==> src/rtl/ram_port_arbiter.sv <==
// Two-port round-robin arbiter that serialises read/write transactions into the RAM command stream.
// Optional address-command cache enabled by defining RAM_ARB_ADDR_CACHE_EN.
module ram_port_arbiter #(
  parameter int MEM_WIDTH = 8,
  parameter int ADDR_SIZE = 8
) (
  input  logic                   clk,
  input  logic                   rst_n,
  input  logic                   req0_valid,
  input  logic                   req0_we,
  input  logic [ADDR_SIZE-1:0]   req0_addr,
  input  logic [MEM_WIDTH-1:0]   req0_wdata,
  output logic                   req0_ready,
  output logic                   rsp0_valid,
  output logic [MEM_WIDTH-1:0]   rsp0_rdata,
  input  logic                   req1_valid,
  input  logic                   req1_we,
  input  logic [ADDR_SIZE-1:0]   req1_addr,
  input  logic [MEM_WIDTH-1:0]   req1_wdata,
  output logic                   req1_ready,
  output logic                   rsp1_valid,
  output logic [MEM_WIDTH-1:0]   rsp1_rdata,
  output logic [MEM_WIDTH+1:0]   ram_din,
  output logic                   ram_rx_valid,
  input  logic                   ram_tx_valid,
  input  logic [MEM_WIDTH-1:0]   ram_dout,
  output logic                   busy,
  output logic                   grant_id
);

  localparam int CMD_W = MEM_WIDTH + 2;

  typedef enum logic [2:0] {IDLE, ADDR, DATA, WAIT_RD, RESP} state_t;

  state_t                 state_q, state_d;
  logic [CMD_W-1:0]       ram_din_q, ram_din_d;
  logic                   ram_rx_valid_q, ram_rx_valid_d;
  logic                   rsp0_valid_q, rsp0_valid_d;
  logic                   rsp1_valid_q, rsp1_valid_d;
  logic [MEM_WIDTH-1:0]   rsp0_rdata_q, rsp0_rdata_d;
  logic [MEM_WIDTH-1:0]   rsp1_rdata_q, rsp1_rdata_d;
  logic                   grant_id_q, grant_id_d;
  logic                   last_grant_q, last_grant_d;
  logic                   we_q, we_d;
  logic [MEM_WIDTH-1:0]   wdata_q, wdata_d;

  logic                   grant_sel;
  logic                   accept;
  logic                   sel_we;
  logic [ADDR_SIZE-1:0]   sel_addr;
  logic [MEM_WIDTH-1:0]   sel_wdata;
  logic                   addr_hit;

  function automatic logic [CMD_W-1:0] addr_cmd(input logic we, input logic [ADDR_SIZE-1:0] a);
    logic [MEM_WIDTH-1:0] ext;
    ext = '0;
    ext[ADDR_SIZE-1:0] = a;
    return {(we ? 2'b00 : 2'b10), ext};
  endfunction

  function automatic logic [CMD_W-1:0] data_cmd(input logic we, input logic [MEM_WIDTH-1:0] d);
    return we ? {2'b01, d} : {2'b11, {MEM_WIDTH{1'b0}}};
  endfunction

  // On a tie the port that did not win last time gets the grant.
  assign grant_sel  = (req0_valid && req1_valid) ? ~last_grant_q : req1_valid;
  assign accept     = rst_n && (state_q == IDLE) && (req0_valid || req1_valid);
  assign req0_ready = accept && !grant_sel;
  assign req1_ready = accept && grant_sel;

  assign sel_we    = grant_sel ? req1_we    : req0_we;
  assign sel_addr  = grant_sel ? req1_addr  : req0_addr;
  assign sel_wdata = grant_sel ? req1_wdata : req0_wdata;

`ifdef RAM_ARB_ADDR_CACHE_EN
  logic [ADDR_SIZE-1:0] wr_addr_shadow_q, wr_addr_shadow_d;
  logic [ADDR_SIZE-1:0] rd_addr_shadow_q, rd_addr_shadow_d;
  logic                 wr_shadow_ok_q, wr_shadow_ok_d;
  logic                 rd_shadow_ok_q, rd_shadow_ok_d;

  // Write and read address registers in the RAM are independent, so each has its own shadow.
  assign addr_hit = sel_we ? (wr_shadow_ok_q && (wr_addr_shadow_q == sel_addr))
                           : (rd_shadow_ok_q && (rd_addr_shadow_q == sel_addr));

  always_comb begin
    wr_addr_shadow_d = wr_addr_shadow_q;
    rd_addr_shadow_d = rd_addr_shadow_q;
    wr_shadow_ok_d   = wr_shadow_ok_q;
    rd_shadow_ok_d   = rd_shadow_ok_q;
    if (accept && !addr_hit) begin
      if (sel_we) begin
        wr_addr_shadow_d = sel_addr;
        wr_shadow_ok_d   = 1'b1;
      end else begin
        rd_addr_shadow_d = sel_addr;
        rd_shadow_ok_d   = 1'b1;
      end
    end
  end

  always_ff @(posedge clk) begin
    if (!rst_n) begin
      wr_shadow_ok_q <= 1'b0;
      rd_shadow_ok_q <= 1'b0;
    end else begin
      wr_shadow_ok_q <= wr_shadow_ok_d;
      rd_shadow_ok_q <= rd_shadow_ok_d;
    end
  end

  always_ff @(posedge clk) begin
    wr_addr_shadow_q <= wr_addr_shadow_d;
    rd_addr_shadow_q <= rd_addr_shadow_d;
  end
`else
  assign addr_hit = 1'b0;
`endif

  always_comb begin
    state_d        = state_q;
    ram_din_d      = '0;
    ram_rx_valid_d = 1'b0;
    rsp0_valid_d   = 1'b0;
    rsp1_valid_d   = 1'b0;
    rsp0_rdata_d   = rsp0_rdata_q;
    rsp1_rdata_d   = rsp1_rdata_q;
    grant_id_d     = grant_id_q;
    last_grant_d   = last_grant_q;
    we_d           = we_q;
    wdata_d        = wdata_q;
    case (state_q)
      IDLE: begin
        if (accept) begin
          we_d           = sel_we;
          wdata_d        = sel_wdata;
          grant_id_d     = grant_sel;
          last_grant_d   = grant_sel;
          ram_rx_valid_d = 1'b1;
          if (addr_hit) begin
            state_d   = DATA;
            ram_din_d = data_cmd(sel_we, sel_wdata);
          end else begin
            state_d   = ADDR;
            ram_din_d = addr_cmd(sel_we, sel_addr);
          end
        end
      end
      ADDR: begin
        state_d        = DATA;
        ram_rx_valid_d = 1'b1;
        ram_din_d      = data_cmd(we_q, wdata_q);
      end
      DATA: begin
        state_d = we_q ? IDLE : WAIT_RD;
      end
      WAIT_RD: begin
        if (ram_tx_valid) begin
          state_d = RESP;
          if (grant_id_q) begin
            rsp1_valid_d = 1'b1;
            rsp1_rdata_d = ram_dout;
          end else begin
            rsp0_valid_d = 1'b1;
            rsp0_rdata_d = ram_dout;
          end
        end
      end
      RESP: begin
        state_d = IDLE;
      end
      default: begin
        state_d = IDLE;
      end
    endcase
  end

  always_ff @(posedge clk) begin
    if (!rst_n) begin
      state_q        <= IDLE;
      ram_din_q      <= '0;
      ram_rx_valid_q <= 1'b0;
      rsp0_valid_q   <= 1'b0;
      rsp1_valid_q   <= 1'b0;
      rsp0_rdata_q   <= '0;
      rsp1_rdata_q   <= '0;
      grant_id_q     <= 1'b0;
      last_grant_q   <= 1'b1;
    end else begin
      state_q        <= state_d;
      ram_din_q      <= ram_din_d;
      ram_rx_valid_q <= ram_rx_valid_d;
      rsp0_valid_q   <= rsp0_valid_d;
      rsp1_valid_q   <= rsp1_valid_d;
      rsp0_rdata_q   <= rsp0_rdata_d;
      rsp1_rdata_q   <= rsp1_rdata_d;
      grant_id_q     <= grant_id_d;
      last_grant_q   <= last_grant_d;
    end
  end

  // Transaction payload needs no reset: it is only read after an accept reloads it.
  always_ff @(posedge clk) begin
    we_q    <= we_d;
    wdata_q <= wdata_d;
  end

  assign ram_din      = ram_din_q;
  assign ram_rx_valid = ram_rx_valid_q;
  assign rsp0_valid   = rsp0_valid_q;
  assign rsp1_valid   = rsp1_valid_q;
  assign rsp0_rdata   = rsp0_rdata_q;
  assign rsp1_rdata   = rsp1_rdata_q;
  assign grant_id     = grant_id_q;
  assign busy         = (state_q != IDLE);

endmodule

==> config.mk <==
export PLATFORM = sky130hd
export DESIGN_NAME = ram_port_arbiter
export DESIGN_NICKNAME = d
export VERILOG_FILES = /design/src/rtl/ram_port_arbiter.sv
export SDC_FILE = /design/constraint.sdc
export NUM_CORES = 1
export LEC_CHECK = 0
export CAP_MARGIN = 20
export CORE_AREA = 2 2 69 71
export DETAILED_ROUTE_END_ITERATION = 10
export DIE_AREA = 0 0 71 73
export PLACE_DENSITY = 0.85
export RECOVER_POWER = 100
export REMOVE_ABC_BUFFERS = 1
export SLEW_MARGIN = 15
export SYNTH_ARGS = -nofsm -noshare
export SYNTH_HDL_FRONTEND = slang
export SYNTH_SLANG_ARGS = --single-unit
==> constraint.sdc <==
create_clock -name clk -period 2.4 [get_ports clk]
set_input_delay 0.24 -clock clk [delete_from_list [all_inputs] [get_ports clk]]
set_output_delay 0.24 -clock clk [all_outputs]
set_load 0.02 [all_outputs]
==> results.md <==
Synth:
- After synthesis, flip-flops and latches occupy 54.4% of the total area.
- The share of the synthesized netlist area taken by xor and xnor gates is 0%.
- The netlist area before placement is 1750 sq um.
- Summing the areas of all compound-gate instances in the mapped netlist gives 18.1% of the synthesized area.
- The count of warnings emitted by yosys is 0.
- The register bit total from synthesis is 43.
- The largest family of logic cells by synthesized area is compound AO/OA/AOI/OAI gates.
- Sorting the synthesized cells by area gives the leading types as sky130_fd_sc_hd__dfxtp_1, sky130_fd_sc_hd__edfxtp_1, sky130_fd_sc_hd__o2bb2ai_2.
- The simple-gate share of the synthesized area is 11.7%.
- Yosys mapped the design onto 29 distinct sky130hd cell types.
- In this run the mean area of a mapped cell was 11.0 sq um.
- The share of synthesized area in the top cell type comes to 39.0%.
- Of all cell types, the one taking the most synthesized area is sky130_fd_sc_hd__dfxtp_1.
- Synthesis handed over a netlist of 159 instances.
- The proportion of synthesized area in mux cells is 11.0%.
- The post-synthesis adder-cell area fraction is 0%.

Detailed routing:
- Dividing the detail-routed wire length by the instance count gives 14.8 um.
- The remaining antenna violation count is 0.
- Wires add up to 4.32 mm.
- The detailed-route via count is 1487.
- The number of DRC markers in iteration 0 is 75.
- Before antenna repair, the detailed router went through 4 iterations.
- After detailed routing, the number of remaining DRC violations is 0.
- Dividing the detail-routed via count by the number of cells gives 5.11.

STA:
- The worst relative slew slack is 52.4%.
- At the pin with the least slew margin, the transition time is 0.714 ns.
- The final clock period utilization by the worst path is 92.4%.
- The number of failing setup endpoints in the final timing report is 0.
- The final period demand of the worst path is 2.22 ns.
- The number of slew-limit violations in the final report came to 0.
- Setup repair after global routing left no endpoint under its margin.
- Setup slack on the critical path of the routed design comes to 0.183 ns.
- For the final database, setup skew stands at 0.00654 ns.
- The number of hold-slack violations in the final timing report is 0.
- The fmax is 0.451 GHz.

Clocking:
- The clock latency reported for the late side of the worst-skew pair is 0.29 ns.
- The buffer depth of the longest clock path is 2.
- TritonCTS built the clock tree.
- The number of buffers added by the clock tree synthesis step is 5.
- The total of hold buffers inserted after clock tree synthesis is 0.
- The clock transition at the registers of the reported paths is 0.08 ns.
- In this run the number of H-tree levels came out at 2.
- The total of cells resized after clock tree synthesis is 0.
- Counting every sink on the clock net gives 43.
- In this run the post-CTS setup repair buffer count came out at 0.
- The buffer cell driving the clock tree root is sky130_fd_sc_hd__clkbuf_8.

Worst setup path:
- The minimum setup slack among reg-to-reg paths is 0.47 ns.
- Traced cell by cell, the critical path runs through clkdlybuf4s50_1 > nor4b_2 > nand2_1 > nor2_1 > clkdlybuf4s50_1.
- The end of the critical path is req0_ready.
- The worst reg2reg path depth is 4.
- The slowest stage of the critical path is the sky130_fd_sc_hd__clkdlybuf4s50_1 cell.
- The worst register-to-register path begins at state_q[0]$_SDFFE_PN0P_.
- The worst register-to-register path ends at wdata_q[6]$_DFFE_PP_.
- Counting stages on the worst path, the most repeated cell is sky130_fd_sc_hd__clkdlybuf4s50_1.
- The critical path starts at rst_n.
- The biggest fanout along the worst timing path is 4.
- STA classifies the critical path startpoint as an input port.
- The data arrival at the endpoint of the critical path is 1.98 ns.
- For the worst setup path, the data required time is 2.16 ns.
- The delay of the slowest critical-path stage is 0.64 ns.
- The critical setup path kind is input port to output port.
- The nature of the critical path endpoint is an output port.

Finish:
- Once layout is complete, the utilization of the core stands at 58.6%.
- The layout has 358 filler cells.
- Across the whole layout, storage elements account for 951 sq um.
- The relative area change from synthesis to final layout is 52.1%.
- The area of all placed cells without fillers is 2660 sq um.
- The net count reported at finish is 283.
- The repair_antennas step left the layout with diodes totalling 0.
- The proportion of layout cells with a drive suffix above 1 is 12.7%.
- Summing all multi-input logic gate instances after layout gives 706 sq um.

Power and ir drop:
- The power density relative to cell area is 617 nW/um^2.
- Summed over all cells, the static leakage comes to 1.04 nW.
- Across the VDD grid, the largest voltage drop is 0.000323 V.

Die:
- Row generation in the floorplan step produced 25 rows.
- The die outline area is 5180 sq um.
- The core area is 4540 sq um.
- The x dimension of the die is 71 um.
- The die extent in y is 73 um.
- The number of I/O pins is 80.
- The initial utilization of the core area, before any placement, comes to 38.5%.

Global route:
- The total track usage is 17.3%.
- The number of antenna violations at the first check in global routing came to 0.
- Entering global routing, the biggest net connects 22 pins.
- The via count of the first global-routing pass was 1484.
- The first global-routing pass estimated 7.04 mm of wire.
- The total global routing overflow is 0.

Placed design:
- The port buffer count is 79.
- The placed standard-cell area is 2570 sq um.
- The detailed-placement wirelength estimate is 3.21 mm.
- The post-placement setup slack is 0.171 ns.
- Routability-driven placement finished with a final weighted congestion of 0.746.

Min path:
- The path category of the worst min-delay check is flop to flop.
- The worst hold path depth is 1.

Flow run:
- The number of max-cap violations is 0.

Outcome:
- The flow ran to the end, and the final reports show no timing, DRC or antenna violations.
cell usage after synthesis, drive strengths merged:
cell / instances
dfxtp: 34
a21oi: 17
nand3: 17
o21ai: 16
edfxtp: 9
mux2: 9
mux2i: 9
o2bb2ai: 8
buf: 7
clkbuf: 6
inv: 5
nand2: 3
nor2: 3
nor3: 3
nand4b: 2
a211o: 1
a21boi: 1
a21o: 1
and2: 1
and4b: 1
nand2b: 1
nor4b: 1
o22ai: 1
or2: 1
or3: 1
or3b: 1
layer usage:
layer | up-vias | track usage [%] | share of wire (%)
li1 | 727 | - | -
met1 | 707 | 20.3 | 41
met2 | 40 | 30.9 | 53
met3 | 13 | 3.73 | 3.5
met4 | 0 | 6.71 | 2.8
met5 | - | 0 | 0
worst min path at each step:
stage | from | endpoint | slack (ns)
after global routing | wdata_q[5]$_DFFE_PP_ | ram_din[5]$_SDFF_PN0_ | 0.49
after detailed placement | wdata_q[5]$_DFFE_PP_ | ram_din[5]$_SDFF_PN0_ | 0.45
after global placement | wdata_q[4]$_DFFE_PP_ | ram_din[4]$_SDFF_PN0_ | 0.45
after CTS | wdata_q[5]$_DFFE_PP_ | ram_din[5]$_SDFF_PN0_ | 0.47
final | wdata_q[5]$_DFFE_PP_ | ram_din[5]$_SDFF_PN0_ | 0.47
after floorplan | ram_dout[0] | rsp0_rdata[0]$_SDFFE_PN0P_ | 0.39
cell usage in the layout, fill, tap and decap left out:
cell type and count:
sky130_fd_sc_hd__or3_1 1, sky130_fd_sc_hd__nand2_1 3, sky130_fd_sc_hd__o2bb2ai_2 7, sky130_fd_sc_hd__nand4b_1 2, sky130_fd_sc_hd__clkbuf_2 1, sky130_fd_sc_hd__nor3_1 3, sky130_fd_sc_hd__mux2i_1 9, sky130_fd_sc_hd__clkbuf_8 7
sky130_fd_sc_hd__edfxtp_1 9, sky130_fd_sc_hd__o2bb2ai_1 1, sky130_fd_sc_hd__buf_4 2, sky130_fd_sc_hd__mux2_2 8, sky130_fd_sc_hd__and4b_1 1, sky130_fd_sc_hd__a211o_1 1, sky130_fd_sc_hd__a21oi_1 17, sky130_fd_sc_hd__inv_2 1
sky130_fd_sc_hd__a21boi_2 1, sky130_fd_sc_hd__and2_4 1, sky130_fd_sc_hd__a21o_1 1, sky130_fd_sc_hd__mux2_1 1, sky130_fd_sc_hd__inv_1 4, sky130_fd_sc_hd__dfxtp_1 34, sky130_fd_sc_hd__clkbuf_1 2, sky130_fd_sc_hd__nand2b_1 1
sky130_fd_sc_hd__or2_2 1, sky130_fd_sc_hd__clkdlybuf4s50_1 47, sky130_fd_sc_hd__nor4b_2 1, sky130_fd_sc_hd__or3b_1 1, sky130_fd_sc_hd__nand3_1 17, sky130_fd_sc_hd__o21ai_0 16, sky130_fd_sc_hd__dlygate4sd3_1 32, sky130_fd_sc_hd__o22ai_1 1
sky130_fd_sc_hd__nor2_1 3
cell families after synthesis:
kind of cell	Yosys count
and+or+nand+nor	35
AOI/OAI and AO/OA	45
buffers and inverters	18
DFF	43
muxes	18
state kept, by name, summed over array words and instances (netlist names):
register	flops
last_grant_q	1
wdata_q	8
state_q	3
rsp1_valid	1
ram_din	10
rsp1_rdata	8
ram_rx_valid	1
we_q	1
grant_id	1
rsp0_rdata	8
rsp0_valid	1
per-stage QoR:
step	hold slack (ns)	cells	setup TNS, ns	power (mW)
2_1_floorplan	0.388	146	-3.19	0.996
3_3_place_gp	0.448	283	0	1.17
3_5_place_dp	0.452	283	0	1.18
4_1_cts	0.470	291	0	1.67
5_1_grt	0.494	291	0	1.70
6_report	0.468	291	0	1.64
where the power goes:
part           total, mW  internal [mW]  switching [mW]  leakage, nW
logic              0.324          0.169           0.155        0.630
clock network      0.498          0.263           0.235       0.0515
registers          0.819          0.793          0.0260        0.361
total               1.64           1.22           0.416         1.04
layout make-up:
cell class,count,area share [%]
Tap cell,54,2.54
Clock buffer,8,3.77
Sequential cell,43,35.8
Inverter,5,0.706
Timing Repair Buffer,83,30.6
Multi-Input combinational cell,98,26.6
worst max-delay path, delay by kind of cell:
family | cells | cell delay (ns)
buffers and inverters | 2 | 1.17
and+or+nand+nor | 3 | 0.58
(Power assumes the default switching activity.)
